## config.mk

```make
export PLATFORM = sky130hd
export DESIGN_NAME = mem_arbiter
export DESIGN_NICKNAME = d
export VERILOG_FILES = /design/src/rtl/mem_arbiter_pkg.sv /design/src/rtl/mem_arbiter_rr_arb2.sv /design/src/rtl/mem_arbiter.sv
export SDC_FILE = /design/constraint.sdc
export NUM_CORES = 1
export LEC_CHECK = 0
export CORE_AREA = 5 5 118 120
export DETAILED_ROUTE_END_ITERATION = 7
export DIE_AREA = 0 0 123 125
export PLACE_DENSITY = 0.62
export SLEW_MARGIN = 0
export SYNTH_ARGS = -nofsm -noshare
export SYNTH_HDL_FRONTEND = slang
export SYNTH_SLANG_ARGS = --single-unit
```

## constraint.sdc

```tcl
create_clock -name clk -period 3.8 [get_ports clk]
set_clock_uncertainty 0.1 [all_clocks]
set_input_delay 0.57 -clock clk [delete_from_list [all_inputs] [get_ports clk]]
set_output_delay 0.57 -clock clk [all_outputs]
set_load 0.01 [all_outputs]
```

## src/rtl/mem_arbiter_pkg.sv

```systemverilog
//------------------------------------------------------------------------------
// Module   : mem_arbiter_pkg
// Purpose  : Shared types for the two-port memory arbiter: FSM state encoding
//            and the two-requester vector type used between top and arbiter.
// Ports    : none (package)
// Revision : 1.0 - initial release
//------------------------------------------------------------------------------
`default_nettype none

package mem_arbiter_pkg;

    // IDLE grants a request; RDWAIT is the single cycle the memory spends
    // returning read data, during which the port cannot be granted.
    typedef enum logic [0:0] {
        ST_IDLE   = 1'b0,
        ST_RDWAIT = 1'b1
    } arb_state_e;

    // One bit per requester: bit 0 = m0 (processor), bit 1 = m1 (loader/DMA).
    typedef logic [1:0] port_vec_t;

    localparam int unsigned NUM_PORTS = 2;

endpackage

`default_nettype wire

```

## src/rtl/mem_arbiter_rr_arb2.sv

```systemverilog
//------------------------------------------------------------------------------
// Module   : mem_arbiter_rr_arb2
// Purpose  : Combinational 2-way arbiter. A lone requester always wins. On a
//            tie, round-robin mode grants the port that did not win last;
//            fixed-priority mode always grants m0.
// Ports    : req_i   [1:0] in  request vector (bit0 = m0, bit1 = m1)
//            last_i        in  index of the most recently granted port
//            rr_en_i       in  1 = round-robin, 0 = m0 fixed priority
//            gnt_o   [1:0] out one-hot grant (or 0 when no request)
// Revision : 1.0 - initial release
//------------------------------------------------------------------------------
`default_nettype none

module mem_arbiter_rr_arb2
    import mem_arbiter_pkg::*;
(
    input  port_vec_t req_i,
    input  logic      last_i,
    input  logic      rr_en_i,
    output port_vec_t gnt_o
);

    always_comb begin
        gnt_o = 2'b00;
        case (req_i)
            2'b01:   gnt_o = 2'b01;
            2'b10:   gnt_o = 2'b10;
            // Tie: m1 only wins when round-robin is on and m0 was served last.
            2'b11:   gnt_o = (rr_en_i && !last_i) ? 2'b10 : 2'b01;
            default: gnt_o = 2'b00;
        endcase
    end

endmodule

`default_nettype wire

```

## src/rtl/mem_arbiter.sv

```systemverilog
//------------------------------------------------------------------------------
// Module   : mem_arbiter
// Purpose  : Shares one synchronous-read memory port between the processor
//            (m0) and a loader/DMA (m1). Writes complete in the grant cycle
//            (one per clock); reads occupy two cycles (strobe, then data).
// Ports    : clk, resetn                 clock, async active-low reset
//            mN_valid/addr/wmask/wdata   requester N command (held until ready)
//            mN_ready                    command accepted this cycle (comb)
//            mN_rvalid/rdata             read data return for requester N
//            mem_addr/wdata/wmask/rstrb  memory command of the granted request
//            mem_rdata                   memory read data (valid cycle after rstrb)
// Revision : 1.0 - initial release
//------------------------------------------------------------------------------
`default_nettype none

module mem_arbiter
    import mem_arbiter_pkg::*;
#(
    parameter int ADDR_W = 32,
    parameter int DATA_W = 32,
    parameter bit RR     = 1'b1
) (
    input  logic                clk,
    input  logic                resetn,

    input  logic                m0_valid,
    input  logic [ADDR_W-1:0]   m0_addr,
    input  logic [DATA_W/8-1:0] m0_wmask,
    input  logic [DATA_W-1:0]   m0_wdata,
    output logic                m0_ready,
    output logic                m0_rvalid,
    output logic [DATA_W-1:0]   m0_rdata,

    input  logic                m1_valid,
    input  logic [ADDR_W-1:0]   m1_addr,
    input  logic [DATA_W/8-1:0] m1_wmask,
    input  logic [DATA_W-1:0]   m1_wdata,
    output logic                m1_ready,
    output logic                m1_rvalid,
    output logic [DATA_W-1:0]   m1_rdata,

    output logic [ADDR_W-1:0]   mem_addr,
    output logic [DATA_W-1:0]   mem_wdata,
    output logic [DATA_W/8-1:0] mem_wmask,
    output logic                mem_rstrb,
    input  logic [DATA_W-1:0]   mem_rdata
);

    localparam int WMASK_W = DATA_W / 8;

    arb_state_e           state_q, state_d;
    logic                 last_q, last_d;         // index of last granted port
    logic                 rd_owner_q, rd_owner_d; // port awaiting read data
    logic                 rvalid_q, rvalid_d;
    port_vec_t            req, gnt;
    logic [WMASK_W-1:0]   sel_wmask;
    logic                 granted;
    logic                 grant_rd;

    // Requests are only visible to the arbiter while the port is free.
    assign req = (state_q == ST_IDLE) ? {m1_valid, m0_valid} : 2'b00;

    mem_arbiter_rr_arb2 u_arb (
        .req_i   (req),
        .last_i  (last_q),
        .rr_en_i (RR),
        .gnt_o   (gnt)
    );

    always_comb begin
        sel_wmask  = gnt[1] ? m1_wmask : m0_wmask;
        granted    = |gnt;
        grant_rd   = granted && (sel_wmask == '0);

        state_d    = state_q;
        last_d     = last_q;
        rd_owner_d = rd_owner_q;
        rvalid_d   = 1'b0;

        case (state_q)
            ST_IDLE: begin
                if (granted) begin
                    last_d = gnt[1];
                    if (grant_rd) begin
                        state_d    = ST_RDWAIT;
                        rd_owner_d = gnt[1];
                        rvalid_d   = 1'b1;
                    end
                end
            end
            ST_RDWAIT: state_d = ST_IDLE;
            default:   state_d = ST_IDLE;
        endcase
    end

    always_ff @(posedge clk or negedge resetn) begin
        if (!resetn) begin
            state_q    <= ST_IDLE;
            last_q     <= 1'b1;   // m0 wins the first tie
            rd_owner_q <= 1'b0;
            rvalid_q   <= 1'b0;
        end else begin
            state_q    <= state_d;
            last_q     <= last_d;
            rd_owner_q <= rd_owner_d;
            rvalid_q   <= rvalid_d;
        end
    end

    // Handshake and strobes are gated by resetn so nothing is accepted or
    // committed while reset is held, even though the arbiter is combinational.
    assign m0_ready  = resetn & gnt[0];
    assign m1_ready  = resetn & gnt[1];
    assign mem_rstrb = resetn & grant_rd;
    assign mem_wmask = (resetn && granted) ? sel_wmask : '0;

    // With no grant, m0's command is presented (a don't-care for memory).
    assign mem_addr  = gnt[1] ? m1_addr  : m0_addr;
    assign mem_wdata = gnt[1] ? m1_wdata : m0_wdata;

    assign m0_rvalid = rvalid_q & ~rd_owner_q;
    assign m1_rvalid = rvalid_q &  rd_owner_q;
    assign m0_rdata  = mem_rdata;
    assign m1_rdata  = mem_rdata;

endmodule

`default_nettype wire

```

==> results.py, run 1 <==
metrics = {
    "worst_setup_path": {
        "worstPathCellList": "clkdlybuf4s50_1 -> nand2_1 -> nand3_4 -> mux2i_1 -> and4_4 -> and2_1 -> clkdlybuf4s50_1",
        "critPathSlowestCell": "clkdlybuf4s50_1",
        "end_kind": "output port",
        "cp.required_ns": 3.13,
        "cpMostUsedCell": "clkdlybuf4s50_1",
        "cpPeakStageDelay_ns": 0.53,
        "crit_type": "input port to output port",
        "cp_max_fo": 5,
        "setup.worst_path.start_class": "input port",
        "cp.arrival_ns": 2.60,
    },
    "sta": {
        "hold_viol_final": 0,
        "setup_ws_ns": 0.534,
        "fin_tns_setup_ns": 0,
        "period_needed_ns": 3.27,
        "max_freq_mhz": 306,
        "min_period_over_period": 0.859,
        "slew_headroom": 0.636,
        "worstMarginPinSlew_ns": 0.544,
        "setup_violations": 0,
        "rsz0062_at_grt": "no",
        "slew_viol_final": 0,
    },
    "floorplanning": {
        "die_x_um": 123,
        "core_um2": 12900,
        "rows": 42,
        "ios": 309,
        "die_height_um": 125,
        "start_util": 0.119,
        "dieArea_um2": 15400,
    },
    "place": {
        "hpwlAfterDp_mm": 6.65,
        "io_buffer_count": 212,
        "dp_slack_ns": 0.555,
        "gp_congestion": 0.768,
    },
    "clocking": {
        "postCtsHoldBufs": 0,
        "cts.repair.resized": 0,
        "cts_root_buf": "clkbuf_16",
        "ctsHtreeMaxLevel": 1,
        "post-cts-setup-buffers": 0,
        "cts_tree": "built",
        "cts_buffers": 3,
        "clkLatencyLatePin_ns": 0.22,
        "cts_buffer_depth": 2,
        "path_clk_slew_ns": 0.03,
        "cts.sinks": 3,
    },
    "pwr": {
        "p_per_area_nw_per_um2": 221,
        "leakage_nw": 1.56,
        "ir_drop_mv": 0.114,
    },
    "layout": {
        "final_cell_mix": "clkdlybuf4s50_1 (212), nand2_1 (195), nor2_1 (5)",
        "nFillCells": 1431,
        "multi_input_area_um2": 901,
        "final_common_cell": "clkdlybuf4s50_1",
        "drive_gt1_frac": 0.0249,
        "syn_to_final_growth_pct": 124,
        "num-nets-final": 614,
        "regArea_um2": 76.3,
        "diodes": 0,
    },
    "yosys": {
        "synth-seq-cells": 3,
        "synthesis.nets": 473,
        "avgSynthCellArea_um2": 5.10,
        "yosysWarningCount": 0,
        "ys_types": 20,
        "ys_seq_area_frac": 0.0498,
        "synth_area_leaders": "nand2_1 (48%), buf_4 (32%), dfrtp_1 (3.3%)",
        "synthCells": 301,
        "synth_area_leader_cell": "nand2_1",
        "synth_top_area_frac": 0.477,
        "synthesis.area_um2": 1530,
    },
    "global_routing": {
        "grt_pass1_wl_mm": 11.6,
        "grt.overflow.total": 0,
        "grtUsageTotal": 0.0920,
        "antenna_found_initial": 0,
        "grt_pass1_vias": 2356,
        "grt_max_degree": 69,
    },
    "min_path": {
        "min_path_type": "register to register",
    },
    "routing": {
        "first_pass_iters": 4,
        "antenna_left": 0,
        "wl_per_cell_um": 12.8,
        "vias": 2286,
        "drt_wl_total_mm": 7.88,
        "drtIter0Drc": 105,
        "route.detailed.drc": 0,
        "vias_per_cell": 3.71,
    },
    "job": {
        "max_cap_violations": 0,
    },
    "outcome": {
        "outcome": "complete, no violations",
    },
}
[synthesized netlist by cell type, drive strengths merged]
master,instances
and2,3
a21oi,3
clkbuf,4
nand2,195
o211ai,1
mux2,1
and4,1
nand3,1
inv,1
nand3b,2
buf,75
dfrtp,2
nand2b,1
a31oi,1
nor2,5
mux2i,3
dfstp,1
and3,1
[metrics by stage]
| stage | instances | hold slack (ns) | cell area (um^2) | util | power (mW) |
|---|---|---|---|---|---|
| CTS | 617 | 0.431 | 3440 | 0.267 | 0.771 |
| global route | 617 | 0.465 | 3440 | 0.267 | 0.816 |
| global placement | 613 | 0.414 | 3360 | 0.261 | 0.592 |
| detailed placement | 613 | 0.428 | 3360 | 0.261 | 0.599 |
| floorplan | 301 | 0.174 | 1530 | - | 0.313 |
| finish | 617 | 0.432 | 3440 | 0.267 | 0.759 |
[routing by layer]
layer | track usage | part of all wire | up-vias
met5 | 0 | 0 | -
met4 | 0.0384 | 0.036 | 0
met3 | 0.0416 | 0.16 | 28
met2 | 0.157 | 0.46 | 167
met1 | 0.0978 | 0.35 | 969
li1 | - | - | 1122
[path summary, 6_finish.rpt]
path / start / to / slack, ns / depth (start not counted)
worst max-delay path: m0_valid / mem_rstrb / 0.53 / 7
worst min-delay path: last_q / last_q / 0.43 / 2
worst max register to register: last_q / rd_owner_q / 1.95 / 5
worst min register to register: last_q / last_q / 0.43 / 2
max in group asynchronous: resetn / last_q / 2.86 / 1
min in group asynchronous: resetn / rd_owner_q / 0.48 / 1
[state kept, by name, indices dropped and copies added (netlist names)]
signal      cells
last_q          1
rd_owner_q      1
rvalid_q        1
[layout make-up]
class	count	area share
inverter	1	0.00109
timing repair buffer	215	0.628
multi-input combinational	218	0.262
clock buffer	4	0.0229
tap	176	0.0641
sequential	3	0.0222
[critical path, delay by kind of cell]
| family | cells | cell delay, ns |
|---|---|---|
| mux | 1 | 0.26 |
| buf+inv | 2 | 1.06 |
| simple gates | 4 | 0.69 |
[cells by family (layout without fill, tap and decap cells)]
group / Yosys count / in the layout / synth area share
simple gates: 209 / 209 / 0.538
mux: 4 / 4 / 0.0294
compound gates: 5 / 5 / 0.0188
flops: 3 / 3 / 0.0498
buf+inv: 80 / 220 / 0.364
[where the power goes]
group / internal, mW / switching [mW] / leakage, nW
clock network: 0.138 / 0.0273 / 0.0382
registers: 0.0410 / 0.00556 / 0.0370
logic: 0.331 / 0.216 / 1.48
Note: power is estimated with default switching activity, not from simulation.
==> run 2: changes to the inputs <==
Settings changed: CORE_AREA 5 5 118 120 to 5 5 116 118, CTS_BUF_LIST set to sky130_fd_sc_hd__clkbuf_16, DIE_AREA 0 0 123 125 to 0 0 121 123, DONT_BUFFER_PORTS set to 1, PLACE_DENSITY 0.62 to 0.31.
==> run 2 against run 1 <==
Against the previous run:
- core utilization is 16 points lower
- first-iteration DRC count is 37% lower
- final cell count is 35% lower
- via count is 35% lower
- clock-buffer cell count is 1 lower
- flip-flop and latch count stayed put
- fmax is 24% higher
- wire length is 36% lower
- sequential share of layout area is 3.6 points higher
- worst setup slack better by 0.63 ns
- hold slack worse by 0.34 ns
- non-clock buffer count is 211 lower
- critical path type is now register to output port
- largest power group unchanged
==> results.py, run 2 (synthesis gave the netlist of run 1 again) <==
metrics = {
    "global_routing": {
        "grt.overflow.total": 0,
        "grt_max_degree": 37,
        "grtUsageTotal": 0.0529,
        "grt_pass1_wl_mm": 6.33,
        "antenna_found_initial": 0,
        "grt_pass1_vias": 1293,
    },
    "worst_setup_path": {
        "cp-startpoint": "last_q",
        "cp.required_ns": 3.13,
        "reg2reg_slack_ns": 1.74,
        "worstReg2RegEnd": "rd_owner_q",
        "r2r-start": "last_q",
        "cp.arrival_ns": 1.96,
        "end_kind": "output port",
        "cp_max_fo": 33,
        "setup.worst_path.start_class": "register",
        "r2r_cells": 5,
        "crit_type": "register to output port",
    },
    "layout": {
        "syn_to_final_growth_pct": -14.8,
        "diodes": 0,
        "final_common_cell": "nand2_1",
        "final_cell_mix": "nand2_1 (195), nor2_1 (5)",
        "largestRegisters": "last_q (1), rd_owner_q (1), rvalid_q (1)",
        "num-nets-final": 403,
        "fin_area_um2": 1310,
        "drive_gt1_frac": 0.0478,
        "nFillCells": 1444,
    },
    "floorplanning": {
        "die_height_um": 123,
        "die_x_um": 121,
        "start_util": 0.124,
        "rows": 41,
        "core_um2": 12400,
        "ios": 309,
        "dieArea_um2": 14900,
    },
    "job": {
        "max_cap_violations": 0,
    },
    "place": {
        "gp_congestion": 0.658,
        "place_area_um2": 1220,
        "dp_slack_ns": 1.26,
        "io_buffer_count": 0,
        "hpwlAfterDp_mm": 4.39,
    },
    "outcome": {
        "outcome": "complete, no violations",
    },
    "routing": {
        "antenna_left": 0,
        "drtIter0Drc": 66,
        "vias_per_cell": 3.68,
        "first_pass_iters": 4,
        "drt_wl_total_mm": 5.02,
        "wl_per_cell_um": 12.5,
        "vias": 1480,
        "route.detailed.drc": 0,
    },
    "sta": {
        "slew_viol_final": 0,
        "fin_tns_setup_ns": 0,
        "period_needed_ns": 2.63,
        "setup_ws_ns": 1.17,
        "worstMarginPinSlew_ns": 0.492,
        "max_freq_mhz": 380,
        "holdWs_ns": 0.0918,
        "hold_viol_final": 0,
        "rsz0062_at_grt": "no",
        "setup_violations": 0,
        "min_period_over_period": 0.692,
        "slew_headroom": 0.671,
    },
    "clocking": {
        "cts_root_buf": "clkbuf_16",
        "ctsHtreeMaxLevel": 1,
        "cts_buffer_depth": 2,
        "cts.sinks": 3,
        "cts_tree": "built",
        "path_clk_slew_ns": 0.03,
        "cts_buffers": 3,
        "clkLatencyLatePin_ns": 0.22,
        "post-cts-setup-buffers": 0,
    },
    "pwr": {
        "leakage_nw": 0.740,
        "ir_drop_mv": 0.116,
        "p_per_area_nw_per_um2": 333,
        "total_power_mw": 0.435,
    },
    "min_path": {
        "min_path_type": "input port to asynchronous set/reset pin",
    },
}
[run 2: how the worst max path moves through the flow]
stage / to / slack (ns) / cells past startpoint
finish: mem_rstrb / 1.17 / 5
global route: mem_rstrb / 1.01 / 5
CTS: mem_rstrb / 1.12 / 5
detailed placement: mem_rstrb / 1.26 / 5
global placement: mem_rstrb / 1.33 / 5
floorplan: mem_wdata[10] / 1.70 / 7
[run 2: worst max-delay path, cell delays in order (launching register included)]
cell and delay (ns):
dfstp_2 0.53, nand2_1 0.11, nand3_4 0.34, mux2i_1 0.29, and4_4 0.27, and2_1 0.19
[run 2: metrics by stage]
| stage | utilization | instances |
|---|---|---|
| 2_1_floorplan | - | 301 |
| 3_3_place_gp | 0.0986 | 397 |
| 3_5_place_dp | 0.0986 | 397 |
| 4_1_cts | 0.106 | 402 |
| 5_1_grt | 0.106 | 402 |
| 6_report | 0.106 | 402 |
[run 2: layout make-up]
cell class | count | area (um^2) | share of cell area
Timing Repair Buffer | 4 | 32.5 | 0.0249
Clock buffer | 3 | 75.1 | 0.0574
Multi-Input combinational cell | 218 | 901 | 0.689
Inverter | 1 | 3.75 | 0.00287
Sequential cell | 3 | 76.3 | 0.0584
Tap cell | 172 | 215 | 0.165
Clock inverter | 1 | 3.75 | 0.00287
[run 2: power by group]
group | internal (mW) | total [mW] | switching (mW)
sequential | 0.0410 | 0.0470 | 0.00600
clock | 0.136 | 0.165 | 0.0289
combinational | 0.0620 | 0.224 | 0.162
[run 2: what timing repair did]
| item | CTS | global route |
|---|---|---|
| endpoints found under the hold margin | 2 | 0 |
| gates resized for setup | 0 | 0 |
| hold buffers | 1 | 0 |
| setup endpoints to repair | 0 | 0 |
[run 2: per-layer routing]
layer  share of wire  vias up  routed length [um]  global-route usage
met5               0        -                   0                   0
met4           0.065        0                 326              0.0439
met3            0.11       37                 552             0.00915
met2            0.49      131                2460              0.0882
met1            0.33      612                1680              0.0590
li1                -      700                   -                   -
==> run 3: changes to the inputs <==
Clock period 3.8 ns to 2.53 ns, I/O delays scaled along.
==> run 3 against run 2 <==
Against the previous run:
- worst setup slack lost 0.86 ns
- final cell count unchanged
- wire length up 3.9%
- register-to-register slack got worse by 1.1 ns
- first-iteration DRC count down 4.5%
- critical endpoint unchanged
==> results.py, run 3 (synthesis gave the netlist of run 1 again) <==
metrics = {
    "outcome": {
        "outcome": "complete, no violations",
    },
    "place": {
        "gp_congestion": 0.685,
        "place_area_um2": 1230,
        "io_buffer_count": 0,
        "hpwlAfterDp_mm": 4.38,
    },
    "global_routing": {
        "grt_max_degree": 40,
        "grt_pass1_vias": 1306,
        "grt.overflow.total": 0,
        "grtUsageTotal": 0.0554,
        "grt_pass1_wl_mm": 6.52,
        "antenna_found_initial": 0,
    },
    "sta": {
        "min_period_over_period": 0.876,
        "period_needed_ns": 2.22,
        "worstMarginPinSlew_ns": 0.525,
        "slew_headroom": 0.649,
        "setup_violations": 0,
        "hold_viol_final": 0,
        "rsz0062_at_grt": "no",
        "fin_tns_setup_ns": 0,
        "max_freq_mhz": 451,
        "slew_viol_final": 0,
    },
    "layout": {
        "final_cell_mix": "nand2_1 (195), nor2_1 (5)",
        "diodes": 0,
        "final_common_cell": "nand2_1",
        "syn_to_final_growth_pct": -13.7,
        "fin_util": 0.107,
        "fin_area_um2": 1320,
        "multi_input_area_um2": 905,
        "nFillCells": 1431,
        "largestRegisters": "last_q (1), rd_owner_q (1), rvalid_q (1)",
        "regArea_um2": 76.3,
        "drive_gt1_frac": 0.0478,
        "num-nets-final": 403,
    },
    "floorplanning": {
        "start_util": 0.124,
        "dieArea_um2": 14900,
        "ios": 309,
        "core_um2": 12400,
        "die_height_um": 123,
        "die_x_um": 121,
        "rows": 41,
    },
    "routing": {
        "route.detailed.drc": 0,
        "antenna_left": 0,
        "drt_wl_total_mm": 5.21,
        "first_pass_iters": 5,
        "drtIter0Drc": 63,
        "vias_per_cell": 3.71,
        "wl_per_cell_um": 13.0,
        "vias": 1491,
    },
    "clocking": {
        "post-cts-setup-buffers": 0,
        "cts_buffers": 3,
        "cts_root_buf": "clkbuf_16",
        "ctsHtreeMaxLevel": 1,
        "path_clk_slew_ns": 0.03,
        "cts.sinks": 3,
        "cts_tree": "built",
        "clkLatencyLatePin_ns": 0.22,
        "cts_buffer_depth": 2,
    },
    "pwr": {
        "p_per_area_nw_per_um2": 500,
        "leakage_nw": 0.744,
        "total_power_mw": 0.662,
        "ir_drop_mv": 0.146,
    },
    "worst_setup_path": {
        "setup.worst_path.start_class": "register",
        "crit_type": "register to output port",
        "cp_max_fo": 5,
        "end_kind": "output port",
        "cp.required_ns": 2.05,
        "cp.arrival_ns": 1.74,
    },
    "job": {
        "max_cap_violations": 0,
    },
    "min_path": {
        "min_path_type": "input port to register",
    },
}
[run 3: layout make-up]
class	count	share of cell area
clock inverter	1	0.00284
multi-input combinational	218	0.683
sequential	3	0.0577
tap	172	0.163
clock buffer	3	0.0567
timing repair buffer	4	0.0340
inverter	1	0.00284
[run 3: what timing repair did]
action,4_1_cts,5_1_grt
setup endpoints to repair,0,24
hold endpoints to repair,3,0
gates resized for setup,0,1
hold buffers,1,0
[run 3: layer usage]
metal / global-route usage / part of all wire
met5: 0 / 0
met3: 0.0105 / 0.11
met1: 0.0576 / 0.32
met4: 0.0467 / 0.063
met2: 0.0966 / 0.50
[run 3: report_power, final]
group | internal, mW | switching (mW)
combinational | 0.0990 | 0.248
sequential | 0.0617 | 0.00895
clock | 0.204 | 0.0412
[run 3: through the flow]
step / setup slack (ns) / std cells / hold slack, ns
after global placement: 0.451 / 397 / -0.0159
after CTS: 0.137 / 402 / 0.138
after global routing: 0.169 / 402 / 0.146
after detailed placement: 0.376 / 397 / -0.0159
after floorplan: 0.669 / 301 / -0.0161
final: 0.313 / 402 / 0.140
[run 3: path summary, 6_finish.rpt]
| path | from | to | slack, ns | cells after the start |
|---|---|---|---|---|
| max | last_q | mem_rstrb | 0.31 | 5 |
| min | m0_valid | last_q | 0.14 | 1 |
| max reg2reg | last_q | rd_owner_q | 0.68 | 5 |
| min reg2reg | rd_owner_q | rd_owner_q | 0.45 | 1 |
| max in group asynchronous | resetn | last_q | 1.79 | 1 |
| min in group asynchronous | resetn | rd_owner_q | 0.32 | 1 |
[run 3: critical path: stages, from the launching register on]
cell	delay, ns
dfstp_2	0.54
nand2_1	0.12
nand3_4	0.15
mux2i_1	0.25
and4_4	0.28
and2_1	0.18
